$ cat config.mk
export PLATFORM = sky130hd
export DESIGN_NAME = mem_port_arbiter
export DESIGN_NICKNAME = d
export VERILOG_FILES = /design/src/rtl/mem_port_arbiter.sv
export SDC_FILE = /design/constraint.sdc
export NUM_CORES = 1
export LEC_CHECK = 0
export ABC_AREA = 1
export CAP_MARGIN = 20
export CORE_ASPECT_RATIO = 0.6
export CORE_MARGIN = 4
export CORE_UTILIZATION = 46
export CTS_CLUSTER_DIAMETER = 50
export DETAILED_ROUTE_END_ITERATION = 8
export GPL_TIMING_DRIVEN = 0
export HOLD_SLACK_MARGIN = 0.15
export PLACE_DENSITY = 0.95
export SYNTH_ARGS = -nofsm -noshare
export SYNTH_HDL_FRONTEND = slang
export SYNTH_SLANG_ARGS = --single-unit
$ cat constraint.sdc
create_clock -name c -period 2.7 [get_ports c]
set_clock_uncertainty 0.05 [all_clocks]
set_input_delay 0.405 -clock c [delete_from_list [all_inputs] [get_ports c]]
set_output_delay 0.405 -clock c [all_outputs]
set_load 0.01 [all_outputs]
$ cat src/rtl/mem_port_arbiter.sv
// rtl/mem_port_arbiter.sv - two-port round-robin arbiter and sequencer for the external memory bus
module mem_port_arbiter #(
   parameter int AW          = 16,
   parameter int DW          = 16,
   parameter int WAIT_CYCLES = 2
) (
   input  logic          c,
   input  logic          r,
   input  logic          req0,
   input  logic          we0,
   input  logic [AW-1:0] addr0,
   input  logic [DW-1:0] wdata0,
   output logic          gnt0,
   output logic          done0,
   input  logic          req1,
   input  logic          we1,
   input  logic [AW-1:0] addr1,
   input  logic [DW-1:0] wdata1,
   output logic          gnt1,
   output logic          done1,
   output logic [DW-1:0] rdata,
   output logic          mem_en,
   output logic          mem_we,
   output logic [AW-1:0] mem_addr,
   output logic [DW-1:0] mem_wdata,
   input  logic [DW-1:0] mem_rdata
);

   localparam int CW = (WAIT_CYCLES > 0) ? $clog2(WAIT_CYCLES + 1) : 1;

   typedef enum logic [1:0] {
      IDLE,
      ACCESS,
      DONE
   } state_t;

   state_t        state_q, state_d;
   logic          last_q, last_d;
   logic          owner_q, owner_d;
   logic          we_q, we_d;
   logic [AW-1:0] addr_q, addr_d;
   logic [DW-1:0] wdata_q, wdata_d;
   logic [CW-1:0] cnt_q, cnt_d;
   logic [DW-1:0] rdata_q, rdata_d;
   logic          winner;

   // On a tie the port that was not served last wins; otherwise the sole requester.
   assign winner = (req0 && req1) ? ~last_q : req1;
   assign rdata  = rdata_q;

   always_ff @(posedge c or negedge r) begin
      if (!r) begin
         state_q <= IDLE;
         last_q  <= 1'b1;
         owner_q <= 1'b0;
         we_q    <= 1'b0;
         addr_q  <= '0;
         wdata_q <= '0;
         cnt_q   <= '0;
         rdata_q <= '0;
      end else begin
         state_q <= state_d;
         last_q  <= last_d;
         owner_q <= owner_d;
         we_q    <= we_d;
         addr_q  <= addr_d;
         wdata_q <= wdata_d;
         cnt_q   <= cnt_d;
         rdata_q <= rdata_d;
      end
   end

   always_comb begin
      state_d   = state_q;
      last_d    = last_q;
      owner_d   = owner_q;
      we_d      = we_q;
      addr_d    = addr_q;
      wdata_d   = wdata_q;
      cnt_d     = cnt_q;
      rdata_d   = rdata_q;
      mem_en    = 1'b0;
      mem_we    = 1'b0;
      mem_addr  = '0;
      mem_wdata = '0;
      gnt0      = 1'b0;
      gnt1      = 1'b0;
      done0     = 1'b0;
      done1     = 1'b0;

      case (state_q)
         IDLE: begin
            if (req0 || req1) begin
               owner_d = winner;
               we_d    = winner ? we1 : we0;
               addr_d  = winner ? addr1 : addr0;
               wdata_d = winner ? wdata1 : wdata0;
               cnt_d   = CW'(WAIT_CYCLES);
               state_d = ACCESS;
            end
         end
         ACCESS: begin
            mem_en    = 1'b1;
            mem_we    = we_q;
            mem_addr  = addr_q;
            mem_wdata = wdata_q;
            gnt0      = ~owner_q;
            gnt1      = owner_q;
            if (cnt_q == '0) begin
               state_d = DONE;
               if (!we_q) begin
                  rdata_d = mem_rdata;
               end
            end else begin
               cnt_d = cnt_q - CW'(1);
            end
         end
         DONE: begin
            gnt0    = ~owner_q;
            gnt1    = owner_q;
            done0   = ~owner_q;
            done1   = owner_q;
            last_d  = owner_q;
            state_d = IDLE;
         end
         default: state_d = IDLE;
      endcase
   end

endmodule

# ---- Yosys cells after proc, flatten, opt, wreduce, memory -nomap -nowiden
# Index checks and enable logic that the tools add are counted.
dict set report word_totals {
  input_bits 86
  elab_cells 45
  out_inout_bits 54
  ff_bits 55
}
dict set report op_classes {
  n_mux 18
  addsub 1
  n_eq_ne 5
  n_reduce_logical 10
  bitwise_logic 3
}
# operator count
set ops {}
lappend ops {{$mux W16} 4}
lappend ops {{$mux W1} 8}
lappend ops {{$mux W2} 4}
lappend ops {{$pmux W2 S2} 2}
lappend ops {{$ne A2 B2 Y1 const B} 3}
lappend ops {{$reduce_and A3 Y1} 2}
lappend ops {{$logic_not A2 Y1} 2}
lappend ops {{$reduce_and A2 Y1} 2}
lappend ops {{$not A1 Y1} 3}
lappend ops {{$eq A2 B1 Y1 const B} 1}
lappend ops {{$eq A2 B2 Y1 const B} 1}
lappend ops {{$reduce_bool A2 Y1} 1}
lappend ops {{$reduce_or A2 Y1} 1}
lappend ops {{$sub A2 B1 Y2 const B} 1}
lappend ops {{$logic_and A1 B1 Y1} 1}
lappend ops {{$logic_or A1 B1 Y1} 1}

# ---- Depth between registers and ports, before layout
# Gate-level depths: netlist (run 1).
dict set report depth {
  ltp_word 3
  depth_mapped 9
  mapped_depth_nobuf 8
}

# ---- Worst setup path after synthesis (run 1)
# OpenSTA, ideal clock, no wires.
dict set report synth_timing {
  kind {register to output}
  start {register state_q[1]}
  end {output port mem_addr[11]}
  stages_incl_launch_ff 7
  setup_slack_ps 1062
  arrival_ps 1183
  required_ps 2245
  path_cell_list {dfrtp_1 inv_1 ha_1 buf_4 clkbuf_1 nand2_1 inv_1}
}
dict set report synth_between {
  elab_chain_cells 2
}
# item line
set synth_rtl {}
lappend synth_rtl {{start, declared} 37} ;# state_t state_q, state_d;
lappend synth_rtl {{start signal, assigned} 62} ;# state_q <= state_d;
lappend synth_rtl {{$eq A2 B1 Y1} 91} ;# case (state_q)
lappend synth_rtl {{$mux W16} 91}
lappend synth_rtl {{end, declared} 24} ;# output logic [AW-1:0] mem_addr,
# No other way between the ends.

# ---- Final worst setup path (run 1)
dict set report layout_timing {
  start {register state_q[1]}
  end {output port mem_wdata[12]}
}
dict set report layout_between {
  elab_chain_cells 2
}
# item line
set layout_rtl {}
lappend layout_rtl {{$eq A2 B1 Y1} 91}
lappend layout_rtl {{$mux W16} 91}
lappend layout_rtl {{end, declared} 25} ;# output logic [DW-1:0] mem_wdata,
# No other way between the ends.

==> summary.txt, run 1 <==
Status = finished, final reports clean
Avg Cell Area, Syn = 6.80 um^2
Worst-path fanout max = 18
PortBufs = 138
# rows = 23
Most frequent CP cell = inv_1
Share of cells above drive strength 1 = 0.0642
Final Slew Violations = 0
Antenna violation net count after detailed routing = 0
Max cap viols = 0
Netlist Area Pre-Place = 3240 um^2
Num CTS Buffers = 5
DRT iter0 DRCs = 238
GR Util All Layers = 0.218
Total power = 4.98 mW
Ant diodes = 0
Worst skew pair latency = 280 ps
Clk sinks = 55
Post-DR wirelength/cell = 13.0 um
Reg clk slew, reported paths = 70 ps
RePlAce Congestion = 0.957
Initial Util = 0.478
Peak VDD IR = 0.599 mV
First-pass GRT wire length = 14700 um
Post-Route WL = 9260 um
Syn Nets = 568
Vias post-DR = 3394
Yosys cell types = 19
Leak = 2.83 nW
# IOs = 140
DIE AREA = 8480 um^2
Core Region = 6760 um^2
Worst-path cell chain = inv_1 > ha_1 > buf_4 > clkbuf_4 > nand2_1 > inv_1 > clkdlybuf4s50_1
Yosys reg bits = 55
Drt drc = 0
Mapped Cells = 476
Critical path's largest stage delay = 530 ps
Vias in the first global route = 3337
CTS tree = yes
End-of-flow core utilization = 0.725
Final hold vios = 0
CTS max path bufs = 2
Worst-Margin Slew = 659 ps
Sequential cell area fraction in the yosys report = 0.426
Slowest cell on the critical path = clkdlybuf4s50_1
Family with the most delay on the worst path = buffers and inverters
Peak Freq = 379 MHz
Max H-tree Level = 2
Via density = 4.78
Largest net degree at the start of global routing = 29
# setup viols final = 0
Crit start category = register
Endpoint class of the critical path = primary output
Post-Route Setup TNS = 0 ps
RSZ-0062 raised after global routing = yes
Initial antenna violation count = 0
Class of the worst hold path = register to register
Dpl cells = 702
Period utilization = 0.977
CTS root buf = clkbuf_16
Gr ovfl total = 0
Layout area overhead = 51.5%
Non-Filler Instances = 710
HPWL Detailed = 7330 um
Die Y = 73.0 um
Setup CP Type = register to primary output
Fin crit period = 2640 ps
Synth warnings = 0
Slew headroom = 0.561
Die X = 116 um
Critical Path RT = 2250 ps
Pwr Density = 1020 nW/um^2
Crit path buf inv count = 5
Fin nets = 714
Drt first pass iters = 5
Critical Path AT = 2180 ps
per-layer routing:
metal | up-vias | GRT usage | wire length [um] | share of wire
met5 | - | 0 | 0 | 0
li1 | 1680 | - | - | -
met1 | 1565 | 0.285 | 4080 | 0.44
met4 | 0 | 0.0566 | 63 | 0.0068
met3 | 6 | 0.0539 | 717 | 0.077
met2 | 143 | 0.366 | 4400 | 0.47
sequential cells by signal (all words and copies together), names as in the netlist:
| name | cells |
|---|---|
| owner_q | 1 |
| addr_q | 16 |
| rdata | 16 |
| state_q | 2 |
| we_q | 1 |
| last_q | 1 |
| wdata_q | 16 |
| cnt_q | 2 |
power by group:
part	leakage, nW	internal [mW]	switching (mW)
combinational	2.08	1.35	1.49
sequential	0.667	1.25	0.242
clock	0.0739	0.369	0.278
total	2.83	2.97	2.01
cell families after synthesis:
logic type | after synthesis | synth area share
flops | 55 | 0.426
fa+ha+maj | 6 | 0.0232
compound gates | 1 | 0.00155
simple gates | 279 | 0.369
buf+inv | 135 | 0.181
cell usage in the layout, fill, tap and decap left out, types with 5 or more instances in the layout:
master	n
buf_2	7
buf_4	8
buf_6	5
clkbuf_16	5
clkdlybuf4s50_1	137
dfrtp_1	54
ha_1	6
inv_1	109
nand2_1	182
nand3_1	86
nor2_1	5
final cells by class:
type	instances	area, um^2
Buffer	22	165
Tap cell	87	109
Clock inverter	1	5.00
Sequential cell	55	1380
Inverter	112	423
Timing Repair Buffer	140	1410
Fill cell	516	1860
Multi-Input combinational cell	286	1270
Clock buffer	7	143
worst reg2reg max path, stage by stage, from the launching register on:
cell and delay, ps:
dfrtp_1 410, inv_1 150, ha_1 180, buf_4 230
nand2_1 90, inv_2 160, nand2_4 110, buf_6 150
nand2_1 70, nand2_1 50
metrics by stage:
stage                     worst slack [ps]  instance area (um^2)  hold slack, ps
after floorplan                       1060                  3240            59.4
after global placement                -441                  4730             401
after detailed placement               250                  4740             407
after CTS                             33.6                  4900             421
after global routing                 -16.6                  4900             437
final                                 61.2                  4900             421
Yosys cell counts:
| cell type | number | area [um^2] |
|---|---|---|
| dfrtp_1 | 54 | 1350 |
| clkbuf_1 | 4 | 15.0 |
| or2_2 | 1 | 6.26 |
| nand2_1 | 182 | 683 |
| nand2_4 | 1 | 11.3 |
| buf_4 | 8 | 60.1 |
| o21ai_0 | 1 | 5.00 |
| dfstp_2 | 1 | 26.3 |
| inv_1 | 109 | 409 |
| ha_1 | 6 | 75.1 |
| nand3_1 | 86 | 430 |
| buf_2 | 6 | 30.0 |
| nand2_2 | 2 | 12.5 |
| nor2_1 | 5 | 18.8 |
| nor2_8 | 1 | 20.0 |
| inv_4 | 1 | 6.26 |
| inv_2 | 2 | 7.51 |
| buf_6 | 5 | 56.3 |
| nor2_4 | 1 | 11.3 |
path summary, 6_finish.rpt:
kind,startpoint,to,slack (ps),cells past startpoint
max reg2reg,state_q[1]$_DFFE_PN0P_,rdata[5]$_DFFE_PN0P_,940,9
min in group asynchronous,r,rdata[11]$_DFFE_PN0P_,630,2
max,state_q[1]$_DFFE_PN0P_,mem_wdata[12],60,7
min,rdata[0]$_DFFE_PN0P_,rdata[0]$_DFFE_PN0P_,420,2
max in group asynchronous,r,wdata_q[15]$_DFFE_PN0P_,1390,3
min reg2reg,rdata[0]$_DFFE_PN0P_,rdata[0]$_DFFE_PN0P_,420,2
repair_timing:
action | CTS | global route
setup endpoints to repair | 24 | 20
pin swaps | 0 | 0
gates resized for setup | 2 | 4
hold buffers | 1 | 0
hold endpoints to repair | 26 | 0
setup buffers | 0 | 0
No activity file was read; power rests on OpenSTA's default activity.
==> run 2: changes to the inputs <==
Settings changed: SETUP_SLACK_MARGIN from default to 0.15.
==> run 2 against run 1 <==
Effect of this change:
- design area rose by 0.31%
- global-route usage did not move
- critical path depth did not move
- via count rose by 1.2%
- clock power barely moved
- core utilization rose by 0.22 points
- die area did not move
- largest cell class unchanged
- combinational power barely moved
- critical path type unchanged
==> summary.txt, run 2 (synthesized netlist as in run 1, its figures left out) <==
FF-to-FF Start = state_q[1]$_DFFE_PN0P_ (unchanged)
Hold path start = rdata[0]$_DFFE_PN0P_ (unchanged)
# IOs = 140 (unchanged)
CTS root buf = clkbuf_16 (unchanged)
R2r worst-path depth = 9 (unchanged)
HPWL Detailed = 7330 um (unchanged)
Pwr Density = 1020 nW/um^2 (about the same)
Worst Hold Depth = 2 (unchanged)
Leading cell type in the layout, fill and taps excluded = nand2_1 (unchanged)
Busiest grt layer = met2 (unchanged)
RePlAce Congestion = 0.957 (unchanged)
Die Y = 73.0 um (unchanged)
Layout area overhead = 52.0% (was 51.5%)
Worst-Margin Slew = 655 ps (was 659 ps)
Worst-path fanout max = 10 (was 18)
Die X = 116 um (unchanged)
Slew headroom = 0.563 (was 0.561)
Clk sinks = 55 (unchanged)
Period utilization = 0.920 (was 0.977)
WHS Endpoint = rdata[0]$_DFFE_PN0P_ (unchanged)
Final hold vios = 0 (unchanged)
End-of-flow core utilization = 0.727 (was 0.725)
Largest net degree at the start of global routing = 29 (unchanged)
Critical Path AT = 2030 ps (was 2180 ps)
Setup CP Type = register to primary output (unchanged)
Fin crit period = 2480 ps (was 2640 ps)
Leak = 2.88 nW (was 2.83 nW)
Register-to-register setup slack = 1060 ps (was 940 ps)
# setup viols final = 0 (unchanged)
PortBufs = 138 (unchanged)
Endpoint class of the critical path = primary output (unchanged)
Num CTS Buffers = 5 (unchanged)
Slowest cell on the critical path = clkdlybuf4s50_1 (unchanged)
RSZ-0062 raised after global routing = no (was yes)
Reg clk slew, reported paths = 70 ps (about the same)
Share of cells above drive strength 1 = 0.0673 (was 0.0642)
Class of the worst hold path = register to register (unchanged)
CTS tree = yes (unchanged)
# rows = 23 (unchanged)
Drt drc = 0 (unchanged)
Crit start category = register (unchanged)
Final Slew Violations = 0 (unchanged)
Vias in the first global route = 3338 (was 3337)
Critical path's largest stage delay = 550 ps (was 530 ps)
Post-DR wirelength/cell = 13.1 um (was 13.0 um)
DIE AREA = 8480 um^2 (unchanged)
Most frequent cells in the layout = nand2_1 (182), clkdlybuf4s50_1 (134), inv_1 (108) (was nand2_1 (182), clkdlybuf4s50_1 (137), inv_1 (109))
Area after DPL = 4740 um^2 (unchanged)
Worst-path cell chain = inv_2 > ha_1 > buf_4 > clkbuf_4 > nand2_1 > inv_1 > clkdlybuf4s50_1 (was inv_1 > ha_1 > buf_4 > clkbuf_4 > nand2_1 > inv_1 > clkdlybuf4s50_1)
Post-Route WL = 9310 um (was 9260 um)
First-pass GRT wire length = 14700 um (about the same)
Core Region = 6760 um^2 (unchanged)
Fin nets = 715 (was 714)
GRT met1 Usage = 0.285 (unchanged)
CTS max path bufs = 2 (unchanged)
Max H-tree Level = 2 (unchanged)
Vias post-DR = 3434 (was 3394)
Fin area = 4920 um^2 (was 4900 um^2)
Worst setup margin = 215 ps (was 61.2 ps)
Peak VDD IR = 0.600 mV (was 0.599 mV)
Gr ovfl total = 0 (unchanged)
Max cap viols = 0 (unchanged)
Initial antenna violation count = 0 (unchanged)
Drt first pass iters = 7 (was 5)
Status = finished, final reports clean (unchanged)
Critical Path RT = 2250 ps (about the same)
GR Util All Layers = 0.218 (unchanged)
Via density = 4.83 (was 4.78)
Antenna violation net count after detailed routing = 0 (unchanged)
Initial Util = 0.478 (unchanged)
DRT iter0 DRCs = 236 (was 238)
Global Route met2 Usage = 0.366 (unchanged)
Pre-CTS WS = 250 ps (unchanged)
Total power = 5.00 mW (was 4.98 mW)
FF-to-FF End = rdata[5]$_DFFE_PN0P_ (unchanged)
Grt met3 use = 0.0539 (unchanged)
Worst skew pair latency = 280 ps (about the same)
Peak Freq = 402 MHz (was 379 MHz)
Ant diodes = 0 (unchanged)
-- run 2: changes by cell type in the layout (fill, tap and decap cells not counted), sizes merged --
cell / previous run / this run
dlymetal6s2s: 0 / 3
buf: 21 / 23
clkdlybuf4s50: 137 / 134
clkbuf: 10 / 9
-- run 2: worst max-delay path: cells and delay by family, from the launching register on --
kind	cells	cell delay, ps
AND/OR/NAND/NOR	1	70
flip-flops	1	420
adder cells (fa/ha/maj)	1	160
buffers and inverters	5	1100
-- run 2: worst max path at each step --
stage | startpoint | endpoint | slack (ps)
floorplan | state_q[1]$_DFFE_PN0P_ | mem_addr[11] | 1060
global placement | r | wdata_q[1]$_DFFE_PN0P_ | -440
detailed placement | state_q[1]$_DFFE_PN0P_ | mem_wdata[12] | 250
CTS | state_q[1]$_DFFE_PN0P_ | mem_wdata[12] | 160
global route | state_q[1]$_DFFE_PN0P_ | mem_addr[2] | 160
finish | state_q[1]$_DFFE_PN0P_ | mem_addr[12] | 220
-- run 2: through the flow --
step / setup TNS (ps) / hold WS, ps / instances
6_report: 0 / 421 / 711
5_1_grt: 0 / 437 / 711
4_1_cts: 0 / 421 / 711
3_5_place_dp: 0 / 407 / 702
3_3_place_gp: -23680 / 401 / 701
2_1_floorplan: 0 / 59.4 / 476
-- run 2: area by class of cell --
class	instances	area [um^2]
clock buffers	7	143
fillers	515	1850
plain buffers	23	173
inverters	112	423
flip-flops and latches	55	1380
clock inverters	1	5.00
repair buffers	140	1410
well taps	87	109
multi-input cells	286	1270
-- run 2: repair_timing --
action / 4_1_cts / 5_1_grt
gates cloned: 0 / 0
setup endpoints to repair: 30 / 30
setup buffers: 0 / 0
resized for setup: 6 / 6
hold endpoints to repair: 26 / 0
hold buffers: 1 / 0
-- run 2: power breakdown --
| group | internal (mW) | switching (mW) |
|---|---|---|
| Combinational | 1.36 | 1.50 |
| Sequential | 1.25 | 0.247 |
| Clock | 0.368 | 0.274 |
| Total | 2.98 | 2.02 |
-- run 2: per-layer routing --
layer / vias to the layer above / part of all wire
met5: - / 0
met4: 0 / 0.0087
met3: 12 / 0.082
met2: 144 / 0.47
met1: 1596 / 0.44
li1: 1682 / -
